File: config.mk
export PLATFORM = sky130hd
export DESIGN_NAME = plru_repl_ctrl_flat
export DESIGN_NICKNAME = d
export VERILOG_FILES = /design/src/rtl/plru_repl_ctrl_pkg.sv /design/src/rtl/plru_repl_ctrl_if.sv /design/src/rtl/plru_repl_ctrl_tree_ram.sv /design/src/rtl/plru_repl_ctrl.sv /design/src/flat_wrapper.sv
export SDC_FILE = /design/constraint.sdc
export NUM_CORES = 1
export LEC_CHECK = 0
export BUFFER_PORTS_ARGS = -buffer_cell sky130_fd_sc_hd__buf_2
export CAP_MARGIN = 15
export CORE_ASPECT_RATIO = 0.6
export CORE_MARGIN = 8
export CORE_UTILIZATION = 40
export CTS_BUF_LIST = sky130_fd_sc_hd__clkbuf_8
export CTS_CLUSTER_SIZE = 25
export DETAILED_ROUTE_END_ITERATION = 16
export GPL_TIMING_DRIVEN = 0
export PLACE_DENSITY = 0.59
export SLEW_MARGIN = 20
export SYNTH_ARGS = -nofsm -noshare
export SYNTH_HDL_FRONTEND = slang
export SYNTH_SLANG_ARGS = --single-unit
export TNS_END_PERCENT = 100
File: constraint.sdc
create_clock -name clk -period 1.58 [get_ports clk]
set_clock_uncertainty 0.05 [all_clocks]
set_input_delay 0.079 -clock clk [delete_from_list [all_inputs] [get_ports clk]]
set_output_delay 0.079 -clock clk [all_outputs]
set_load 0.01 [all_outputs]
File: src/rtl/plru_repl_ctrl_pkg.sv
// Shared types for the pLRU replacement controller: FSM states, default geometry, tree type.
package plru_pkg;

    localparam int unsigned DEF_WAYS     = 4;
    localparam int unsigned DEF_NSETS    = 16;
    localparam int unsigned DEF_BITS_WAY = $clog2(DEF_WAYS);
    localparam int unsigned DEF_BITS_SET = $clog2(DEF_NSETS);

    typedef logic [DEF_WAYS-2:0] tree_t;

    typedef enum logic [2:0] {
        ST_IDLE,
        ST_ISSUE,
        ST_WAIT,
        ST_WRBK,
        ST_FLUSH
    } state_e;

endpackage

File: src/rtl/plru_repl_ctrl_if.sv
// Request/response channel between the cache tag stage (master) and the replacement controller (slave).
interface plru_repl_ctrl_if #(
    parameter int unsigned WAYS  = 4,
    parameter int unsigned NSETS = 16
);
    localparam int unsigned BITS_WAY = $clog2(WAYS);
    localparam int unsigned BITS_SET = $clog2(NSETS);

    logic                req_valid;
    logic                req_ready;
    logic [BITS_SET-1:0] req_set;
    logic                req_is_hit;
    logic [BITS_WAY-1:0] req_way;
    logic                rsp_valid;
    logic                rsp_is_miss;
    logic [BITS_WAY-1:0] rsp_victim;

    modport master (
        output req_valid, req_set, req_is_hit, req_way,
        input  req_ready, rsp_valid, rsp_is_miss, rsp_victim
    );

    modport slave (
        input  req_valid, req_set, req_is_hit, req_way,
        output req_ready, rsp_valid, rsp_is_miss, rsp_victim
    );

endinterface

File: src/rtl/plru_repl_ctrl_tree_ram.sv
// Per-set pLRU tree storage: NSETS x TW flops, combinational read, synchronous write, async clear.
module plru_tree_ram #(
    parameter int unsigned NSETS = 16,
    parameter int unsigned TW    = 3,
    parameter int unsigned AW    = $clog2(NSETS)
) (
    input  logic          clk,
    input  logic          rst,
    input  logic [AW-1:0] rd_addr_i,
    output logic [TW-1:0] rd_data_c,
    input  logic          wr_en_i,
    input  logic [AW-1:0] wr_addr_i,
    input  logic [TW-1:0] wr_data_i
);

    logic [TW-1:0] mem_q [NSETS];

    assign rd_data_c = mem_q[rd_addr_i];

    always_ff @(posedge clk or negedge rst) begin
        if (!rst) begin
            for (int i = 0; i < int'(NSETS); i++) begin
                mem_q[i] <= '0;
            end
        end else if (wr_en_i) begin
            mem_q[wr_addr_i] <= wr_data_i;
        end
    end

endmodule

File: src/rtl/plru_repl_ctrl.sv
// Serialises hit-update / miss-victim requests onto one external pLRU engine and writes trees back.
// Optional PLRU_FLUSH_EN adds flush_req, which clears every set's tree one set per cycle.
module plru_repl_ctrl
    import plru_pkg::*;
#(
    parameter int unsigned WAYS  = DEF_WAYS,
    parameter int unsigned NSETS = DEF_NSETS,
    localparam int unsigned BITS_WAY = $clog2(WAYS),
    localparam int unsigned BITS_SET = $clog2(NSETS)
) (
    input  logic                clk,
    input  logic                rst,
    plru_repl_ctrl_if.slave     bus,
    output logic [BITS_WAY-1:0] eng_line_num,
    output logic [WAYS-2:0]     eng_btree_in,
    output logic [BITS_WAY:0]   eng_lines,
    output logic                eng_hit,
    output logic                eng_miss,
    input  logic [WAYS-2:0]     eng_btree_out,
    input  logic                eng_btree_valid,
    input  logic [BITS_WAY-1:0] eng_index,
    input  logic                eng_busy
`ifdef PLRU_FLUSH_EN
    ,
    input  logic                flush_req
`endif
);

    state_e              state_q;
    logic [BITS_SET-1:0] set_q;
    logic                is_hit_q;
    logic [BITS_WAY-1:0] way_q;
    logic [WAYS-2:0]     tree_q;
    logic                req_ready_q;
    logic                rsp_valid_q;
    logic                rsp_is_miss_q;
    logic [BITS_WAY-1:0] rsp_victim_q;
    logic                eng_hit_q;
    logic                eng_miss_q;
    logic [BITS_WAY-1:0] eng_line_num_q;
    logic [WAYS-2:0]     eng_btree_in_q;

    logic [WAYS-2:0]     rd_tree_c;
    logic                wr_en_c;
    logic [BITS_SET-1:0] wr_addr_c;
    logic [WAYS-2:0]     wr_data_c;

`ifdef PLRU_FLUSH_EN
    logic [BITS_SET-1:0] flush_cnt_q;

    // Flush sweeps share the single write port with the WRBK write-back.
    assign wr_en_c   = (state_q == ST_WRBK) || (state_q == ST_FLUSH);
    assign wr_addr_c = (state_q == ST_FLUSH) ? flush_cnt_q : set_q;
    assign wr_data_c = (state_q == ST_FLUSH) ? '0 : tree_q;
`else
    assign wr_en_c   = (state_q == ST_WRBK);
    assign wr_addr_c = set_q;
    assign wr_data_c = tree_q;
`endif

    plru_tree_ram #(
        .NSETS (NSETS),
        .TW    (WAYS - 1),
        .AW    (BITS_SET)
    ) u_ram (
        .clk       (clk),
        .rst       (rst),
        .rd_addr_i (set_q),
        .rd_data_c (rd_tree_c),
        .wr_en_i   (wr_en_c),
        .wr_addr_i (wr_addr_c),
        .wr_data_i (wr_data_c)
    );

    // Controller FSM; every output is a register updated alongside the state.
    always_ff @(posedge clk or negedge rst) begin
        if (!rst) begin
            state_q        <= ST_IDLE;
            set_q          <= '0;
            is_hit_q       <= 1'b0;
            way_q          <= '0;
            tree_q         <= '0;
            req_ready_q    <= 1'b1;
            rsp_valid_q    <= 1'b0;
            rsp_is_miss_q  <= 1'b0;
            rsp_victim_q   <= '0;
            eng_hit_q      <= 1'b0;
            eng_miss_q     <= 1'b0;
            eng_line_num_q <= '0;
            eng_btree_in_q <= '0;
`ifdef PLRU_FLUSH_EN
            flush_cnt_q    <= '0;
`endif
        end else begin
            eng_hit_q   <= 1'b0;
            eng_miss_q  <= 1'b0;
            rsp_valid_q <= 1'b0;
            case (state_q)
                ST_IDLE: begin
`ifdef PLRU_FLUSH_EN
                    if (flush_req) begin
                        state_q     <= ST_FLUSH;
                        req_ready_q <= 1'b0;
                        flush_cnt_q <= '0;
                    end else
`endif
                    if (bus.req_valid) begin
                        state_q     <= ST_ISSUE;
                        req_ready_q <= 1'b0;
                        set_q       <= bus.req_set;
                        is_hit_q    <= bus.req_is_hit;
                        way_q       <= bus.req_way;
                    end
                end
                ST_ISSUE: begin
                    // A stale result still on the bus would be mistaken for ours in WAIT.
                    if (!eng_busy && !eng_btree_valid) begin
                        eng_hit_q      <= is_hit_q;
                        eng_miss_q     <= !is_hit_q;
                        eng_btree_in_q <= rd_tree_c;
                        eng_line_num_q <= way_q;
                        state_q        <= ST_WAIT;
                    end
                end
                ST_WAIT: begin
                    if (eng_btree_valid) begin
                        tree_q        <= eng_btree_out;
                        rsp_valid_q   <= 1'b1;
                        rsp_is_miss_q <= !is_hit_q;
                        if (!is_hit_q) begin
                            rsp_victim_q <= eng_index;
                        end
                        state_q       <= ST_WRBK;
                    end
                end
                ST_WRBK: begin
                    state_q     <= ST_IDLE;
                    req_ready_q <= 1'b1;
                end
`ifdef PLRU_FLUSH_EN
                ST_FLUSH: begin
                    flush_cnt_q <= flush_cnt_q + BITS_SET'(1);
                    if (flush_cnt_q == BITS_SET'(NSETS - 1)) begin
                        state_q     <= ST_IDLE;
                        req_ready_q <= 1'b1;
                    end
                end
`endif
                default: begin
                    state_q     <= ST_IDLE;
                    req_ready_q <= 1'b1;
                end
            endcase
        end
    end

    assign bus.req_ready   = req_ready_q;
    assign bus.rsp_valid   = rsp_valid_q;
    assign bus.rsp_is_miss = rsp_is_miss_q;
    assign bus.rsp_victim  = rsp_victim_q;
    assign eng_hit         = eng_hit_q;
    assign eng_miss        = eng_miss_q;
    assign eng_line_num    = eng_line_num_q;
    assign eng_btree_in    = eng_btree_in_q;
    assign eng_lines       = (BITS_WAY + 1)'(WAYS);

endmodule
File: src/flat_wrapper.sv
// flat-port wrapper written by rule: the top's interface ports become plain ports
module plru_repl_ctrl_flat import plru_pkg::*;
#(
    parameter int unsigned WAYS  = DEF_WAYS,
    parameter int unsigned NSETS = DEF_NSETS,
    localparam int unsigned BITS_WAY = $clog2(WAYS),
    localparam int unsigned BITS_SET = $clog2(NSETS)
)
  (clk, rst, eng_line_num, eng_btree_in, eng_lines, eng_hit, eng_miss, eng_btree_out, eng_btree_valid, eng_index, eng_busy, bus_req_valid, bus_req_set, bus_req_is_hit, bus_req_way, bus_req_ready, bus_rsp_valid, bus_rsp_is_miss, bus_rsp_victim);
  plru_repl_ctrl_if #(.WAYS(WAYS), .NSETS(NSETS)) bus_i ();
  input  logic clk;
  input  logic rst;
  output logic [BITS_WAY-1:0] eng_line_num;
  output logic [WAYS-2:0] eng_btree_in;
  output logic [BITS_WAY:0] eng_lines;
  output logic eng_hit;
  output logic eng_miss;
  input  logic [WAYS-2:0] eng_btree_out;
  input  logic eng_btree_valid;
  input  logic [BITS_WAY-1:0] eng_index;
  input  logic eng_busy;
  input wire logic [$bits(bus_i.req_valid)-1:0] bus_req_valid;
  input wire logic [$bits(bus_i.req_set)-1:0] bus_req_set;
  input wire logic [$bits(bus_i.req_is_hit)-1:0] bus_req_is_hit;
  input wire logic [$bits(bus_i.req_way)-1:0] bus_req_way;
  output wire logic [$bits(bus_i.req_ready)-1:0] bus_req_ready;
  output wire logic [$bits(bus_i.rsp_valid)-1:0] bus_rsp_valid;
  output wire logic [$bits(bus_i.rsp_is_miss)-1:0] bus_rsp_is_miss;
  output wire logic [$bits(bus_i.rsp_victim)-1:0] bus_rsp_victim;
  assign bus_i.req_valid = bus_req_valid;
  assign bus_i.req_set = bus_req_set;
  assign bus_i.req_is_hit = bus_req_is_hit;
  assign bus_i.req_way = bus_req_way;
  assign bus_req_ready = bus_i.req_ready;
  assign bus_rsp_valid = bus_i.rsp_valid;
  assign bus_rsp_is_miss = bus_i.rsp_is_miss;
  assign bus_rsp_victim = bus_i.rsp_victim;
  plru_repl_ctrl #(.WAYS(WAYS), .NSETS(NSETS)) u_core (.clk(clk), .rst(rst), .bus(bus_i), .eng_line_num(eng_line_num), .eng_btree_in(eng_btree_in), .eng_lines(eng_lines), .eng_hit(eng_hit), .eng_miss(eng_miss), .eng_btree_out(eng_btree_out), .eng_btree_valid(eng_btree_valid), .eng_index(eng_index), .eng_busy(eng_busy));
endmodule
# [After elaboration in Yosys (flattened, before gate mapping)]
# Index checks and enable logic that the tools add are counted.
[classes] mux=18 n_bitwise=3 n_reduce_logical=13 magnitude_cmp=2 n_eq_ne=6
[op_table] cell="48-bit bitwise mux" n=1
[op_table] cell="3-bit 2-to-1 mux" n=6
[op_table] cell="3-bit binary-select mux with 4-bit select" n=1
[op_table] cell="3-bit demux with 4-bit select" n=1
[op_table] cell="3-bit case mux with 3 select lines" n=1
[op_table] cell="2-bit AND reduction" n=4
[op_table] cell="1-bit 2-to-1 mux" n=7
[op_table] cell="3-bit by 2-bit equality test with 1-bit output, second input constant" n=2
[op_table] cell="3-bit AND reduction" n=2
[op_table] cell="5-bit >= comparator, second input constant" n=1
[op_table] cell="5-bit by 1-bit < comparator with 1-bit output, second input constant" n=1
[op_table] cell="4-bit NOT with 5-bit output" n=1
[op_table] cell="2-bit != test, second input constant" n=2
[op_table] cell="3-bit by 1-bit equality test with 1-bit output, second input constant" n=1
[op_table] cell="1-bit logical NOT" n=3
[op_table] cell="3-bit logical NOT" n=1
[op_table] cell="1-bit logical AND" n=2
[op_table] cell="2-bit by 1-bit != test with 1-bit output, second input constant" n=1
[op_table] cell="1-bit NOT" n=2
[op_table] cell="1-bit case mux with 2 select lines" n=1
[op_table] cell="2-bit OR reduction" n=1
[word_totals] elab_cells=71 inputBits=17 output_inout_bits=15 register_bits=73

# [Longest topological paths before layout]
[depth] depth_word=6 mapped_depth=6 mapped_depth_nobuf=6

# [Modules after synthesis]
# From an unflattened synthesis, not the netlist that was laid out.
[hier_totals] hier_cells=224 area_unflattened_um2=3299.4
[modules_own_cells] module="plru_tree_ram" n_inst=1 seq_area_each_um2=1201.2 area_per_inst_um2=2280.9 cells_per_inst=152
[modules_own_cells] module="plru_repl_ctrl" n_inst=1 seq_area_each_um2=601.8 area_per_inst_um2=1018.5 cells_per_inst=72

# [Worst setup path before layout]
# Ideal clock, no wire load.
[synth_path] path_kind="register to register" start="register u_core.state_q[0]" end="register u_core.u_ram.mem_q[10] (netlist name)" arrival_time_ps=1453 t_required_ps=1405 period_less_slack_ps=1628 slack_ps=-48 setup_time_ps=125 path_buffers=0 path_stages_with_launch=5 cell_sequence="dfrtp_1 > ha_1 > nor3b_2 > and3_1 > mux2_2"
[synth_via] elab_chain_len=1
[synth_lines] item="start, declared" line_no="plru_repl_ctrl.sv:29" source="state_e state_q;"
[synth_lines] item="start signal, assigned" line_no="plru_repl_ctrl.sv:78" source="state_q <= ST_IDLE;"
[synth_lines] item="start signal, assigned" line_no="plru_repl_ctrl.sv:108" source="state_q <= ST_ISSUE;"
[synth_lines] item="start signal, assigned" line_no="plru_repl_ctrl.sv:122" source="state_q <= ST_WAIT;"
[synth_lines] item="3-bit by 2-bit equality test with 1-bit output" line_no="plru_repl_ctrl.sv:56" source="assign wr_en_c = (state_q == ST_WRBK);"
[synth_lines] item="end signal, assigned by index" line_no="plru_repl_ctrl_tree_ram.sv:26" source="mem_q[wr_addr_i] <= wr_data_i;"
[synth_lines] item="end, declared" line_no="plru_repl_ctrl_tree_ram.sv:16" source="logic [TW-1:0] mem_q [NSETS];"
# No other way between the ends.
# A chain may end at the register's enable or synchronous reset.

# [Worst setup path after layout]
[layout_path] start="register u_core.set_q[0]" end="register u_core.eng_btree_in_q[1], in the netlist u_core.eng_btree_in[1]"
[layout_via] elab_chain_len=4
[layout_lines] item="start, declared" line_no="plru_repl_ctrl.sv:30" source="logic [BITS_SET-1:0] set_q;"
[layout_lines] item="start signal, assigned" line_no="plru_repl_ctrl.sv:110" source="set_q <= bus.req_set;"
[layout_lines] item="4-bit NOT with 5-bit output (not written as such)" line_no="plru_repl_ctrl_tree_ram.sv:18" source="assign rd_data_c = mem_q[rd_addr_i];"
[layout_lines] item="3-bit binary-select mux with 4-bit select" line_no="plru_repl_ctrl_tree_ram.sv:18"
[layout_lines] item="3-bit 2-to-1 mux (not written as such) (2 in a row)" line_no="plru_repl_ctrl_tree_ram.sv:18"
[layout_lines] item="end signal, assigned" line_no="plru_repl_ctrl.sv:120" source="eng_btree_in_q <= rd_tree_c;"
[layout_lines] item="end, declared" line_no="plru_repl_ctrl.sv:41" source="logic [WAYS-2:0] eng_btree_in_q;"
# No other way between the ends. The select of a mux whose other input is x is not followed.

==> impl_metrics.csv <==
group,metric,value,unit
outcome,run_status,"finished with violations",
outcome,violations,"setup timing",
placed_design,gp_congestion,0.735,
worst_setup_path,worstSetupPathType,"flop to flop",
worst_setup_path,worstPathArrival,1.94,ns
worst_setup_path,cp-start-kind,"flop",
synth,synth.area.top_cells,"dfrtp_1 (53%), mux2_2 (22%), mux4_1 (3.9%), mux4_2 (2.7%), mux2i_1 (1.8%)",
global_routing,grtUsageTotal,13.7,%
synth,syn_avg_cell_area,14.4,sq um
timing,worst_pin_slew,0.523,ns
synth,synth.most_common_cell,"dfrtp_1",
cells_and_area,utilization,54.7,%
synth,ys_seq_elements,72,
pwr,power.share.switching,34.9,%
clocking,clkLatencyLatePin,0.35,ns
placed_design,preCtsSetupSlack,-0.330,ns
timing,fmax,0.566,GHz
global_routing,grt_max_degree,43,
cells_and_area,area_growth_syn_to_layout,30.7,%
timing,min_period,1.77,ns
timing,report.final.setup_viol,27,
synth,ys.flop_type,"dfrtp_1",
pwr,power_density,1820,mW/mm^2
floorplan,die_w,134,um
timing,rsz0062_at_grt,"yes",
timing,relSlewSlack,65.1,%
synth,syn-cell-area,0.00334,sq mm
clocking,clk_pin_slew,0.07,ns
floorplan,core,0.00798,sq mm
pwr,power_frac_seq,39.1,%
drt,drtPass1Iterations,4,
placed_design,io_buffers,28,
drt,avgRoutedWirePerCell,18.2,um
pwr,ir_worst_vdd,0.931,mV
synth,synth_top_cell_area_share,53.2,%
clocking,cts_made_buffers,9,
cells_and_area,fill_cells,670,
drt,drt_wl_total,7480,um
hold_path,worstHoldPathCells,3,
synth,synth_top_cells_by_count,"dfrtp_1 (71), mux2_2 (65), nor2_1 (13), mux2i_1 (6), nand2_1 (6)",
clocking,cts.path.max_buffers,2,
cells_and_area,regArea,0.00180,sq mm
synth,synth_largest_area_cell,"dfrtp_1",
placed_design,dpl.hpwl,5230,um
floorplan,dieArea,0.0116,sq mm
cells_and_area,final_nets,320,
worst_setup_path,required,1.75,ns
hold_path,holdPathEnd,"u_core.bus.rsp_valid$_DFF_PN0_",
cells_and_area,n_antenna_cell,0,
drt,drc,0,
pwr,power.switching,2.78,mW
global_routing,antenna_found_initial,0,
pwr,internal_power,5.17,mW
drt,vias_per_cell,5.02,
worst_setup_path,reg2reg_to,"u_core.eng_btree_in[1]$_DFFE_PN0P_",
floorplan,boundaryPins,32,
synth,ys_types,40,
worst_setup_path,worstReg2RegStart,"u_core.set_q[0]$_DFFE_PN0P_",
clocking,cts_sinks,72,
drt,drt_iter0_markers,100,
pwr,clockPowerShare,15.6,%
global_routing,grt_pass1_vias,2194,
synth,ys_seq_area_share,54.0,%
floorplan,initial_utilization,41.8,%
synth,syn_inst,231,
drt,num_vias,2069,
worst_setup_path,worstRegToRegCells,6,
worst_setup_path,ff2ff_setup_slack,-0.19,ns
clocking,cts.htree.levels,3,
synth,async_reset_ff_share,100,%
floorplan,dieHeight,86.8,um
clocking,cts_tree,"done",
timing,fin_crit_sh,112,%
pwr,p_leak,2.05,nW
timing,hold_violations,0,
timing,fin_ws,-0.187,ns
worst_setup_path,crit_fanout,7,
clocking,cts_root_buffer,"clkbuf_8",
cells_and_area,multi_input_area,0.00170,sq mm
global_routing,grt_pass1_wl,12000,um
hold_path,min-delay-start,"eng_btree_valid",
cells_and_area,drive_above_1_share,56.6,%
global_routing,overflow,0,
pwr,pwr-share-comb,45.3,%
worst_setup_path,critPathCaptureType,"flop",
floorplan,core.rowCount,25,
job,maxCapViolCount,0,
synth,synth-edff-count,0,
pwr,finalPower,7.95,mW
synth,yosysWarnings,0,
timing,drv_slew,0,
timing,whs,0.0460,ns
hold_path,worstHoldPathType,"primary input to flop",
drt,postRouteAntennaNets,0,
## how the worst max path moves through the flow
stage                                   from                                 end  cells past startpoint
2_1_floorplan    u_core.set_q[0]$_DFFE_PN0P_  u_core.eng_btree_in[1]$_DFFE_PN0P_                      6
3_3_place_gp   u_core.state_q[1]$_DFFE_PN0P_  u_core.eng_line_num[0]$_DFFE_PN0P_                      4
3_5_place_dp   u_core.state_q[1]$_DFFE_PN0P_  u_core.eng_line_num[0]$_DFFE_PN0P_                      4
4_1_cts          u_core.set_q[0]$_DFFE_PN0P_  u_core.eng_btree_in[1]$_DFFE_PN0P_                      6
5_1_grt          u_core.set_q[0]$_DFFE_PN0P_  u_core.eng_btree_in[1]$_DFFE_PN0P_                      6
6_report         u_core.set_q[0]$_DFFE_PN0P_  u_core.eng_btree_in[1]$_DFFE_PN0P_                      6
## layer usage
layer,track usage (%),vias up,part of all wire [%]
met1,19.7,1057,53
met4,4.86,0,1.1
met2,18.7,24,42
li1,-,980,-
met3,4.39,8,3.7
met5,0,-,0
## state kept, by name, summed over array words and instances, names as in the netlist
name / count
u_core.eng_miss: 1
u_core.state_q: 2
u_core.is_hit_q: 1
u_core.bus.rsp_victim: 2
u_core.bus.req_ready: 1
u_core.way_q: 2
u_core.u_ram.mem_q: 48
u_core.bus.rsp_is_miss: 1
u_core.eng_btree_in: 3
u_core.set_q: 4
u_core.eng_line_num: 2
u_core.tree_q: 3
u_core.eng_hit: 1
u_core.bus.rsp_valid: 1
## final cells by class
cell class,count,area share [%]
inverters,5,0.430
repair buffers,56,9.75
clock inverters,6,0.660
well taps,108,3.10
clock buffers,10,3.16
multi-input cells,142,39.0
flip-flops and latches,72,41.4
plain buffers,13,2.50
## timing repair
action | 4_1_cts | 5_1_grt
cloned | 0 | 0
endpoints found under the setup margin | 64 | 64
setup buffers | 8 | 6
pin swaps | 5 | 10
gates resized for setup | 39 | 36
hold endpoints to repair | 62 | 0
hold buffers | 13 | 0
## placed cells by master (no fill, tap or decap), drive strengths merged
master       Yosys  routed
nor2            13      13
nor3b            2       2
ha               4       4
mux2            65      65
nand3b           3       3
nand3            2       2
buf              9      51
clkbuf           4      15
nand2            6       6
dlygate4sd3      0      13
inv              5       8
nand2b           2       2
o21ai            3       3
and2             1       1
clkinv           0       2
and3             1       1
mux4             9       9
o21a             1       1
a21o             1       1
o22a             1       1
or2              3       3
nor2b            3       3
dfrtp           71      71
conb             2       3
a221oi           1       1
dfstp            1       1
a2bb2oi          1       1
clkinvlp         0       1
a31oi            2       2
mux2i            6       6
o32a             1       1
o2bb2ai          2       2
or3              3       3
o211ai           1       1
a32oi            2       2
## per-stage QoR
stage | area (sq um) | std cells | TNS, ns
floorplan | 3350 | 232 | -0.0470
global placement | 3620 | 368 | -12.87
detailed placement | 3650 | 369 | -7.89
CTS | 4160 | 406 | -2.75
global route | 4360 | 412 | -4.61
finish | 4360 | 412 | -2.36
## worst max-delay path, stage by stage (launching register included)
cell       delay [ns]
dfrtp_1          0.36
buf_8            0.14
buf_12           0.13
mux4_2           0.56
o2bb2ai_2        0.15
a32oi_1          0.15
a31oi_1          0.11
## power by group through the flow
stage / Sequential [mW] / Combinational (mW) / Clock, mW
2_1_floorplan: 3.00 / 2.04 / 0
3_3_place_gp: 3.07 / 2.77 / 0
3_5_place_dp: 3.09 / 2.82 / 0
4_1_cts: 3.09 / 3.19 / 1.29
5_1_grt: 3.22 / 3.87 / 1.36
6_report: 3.11 / 3.60 / 1.24
## logic make-up after synthesis
group / share of synthesized area, %
other: 0.225
buffers and inverters: 3.15
AOI/OAI and AO/OA: 3.64
muxes: 30.4
and+or+nand+nor: 7.09
DFF: 54.0
adders and majority gates: 1.50
Note: power is estimated with default switching activity, not from simulation.
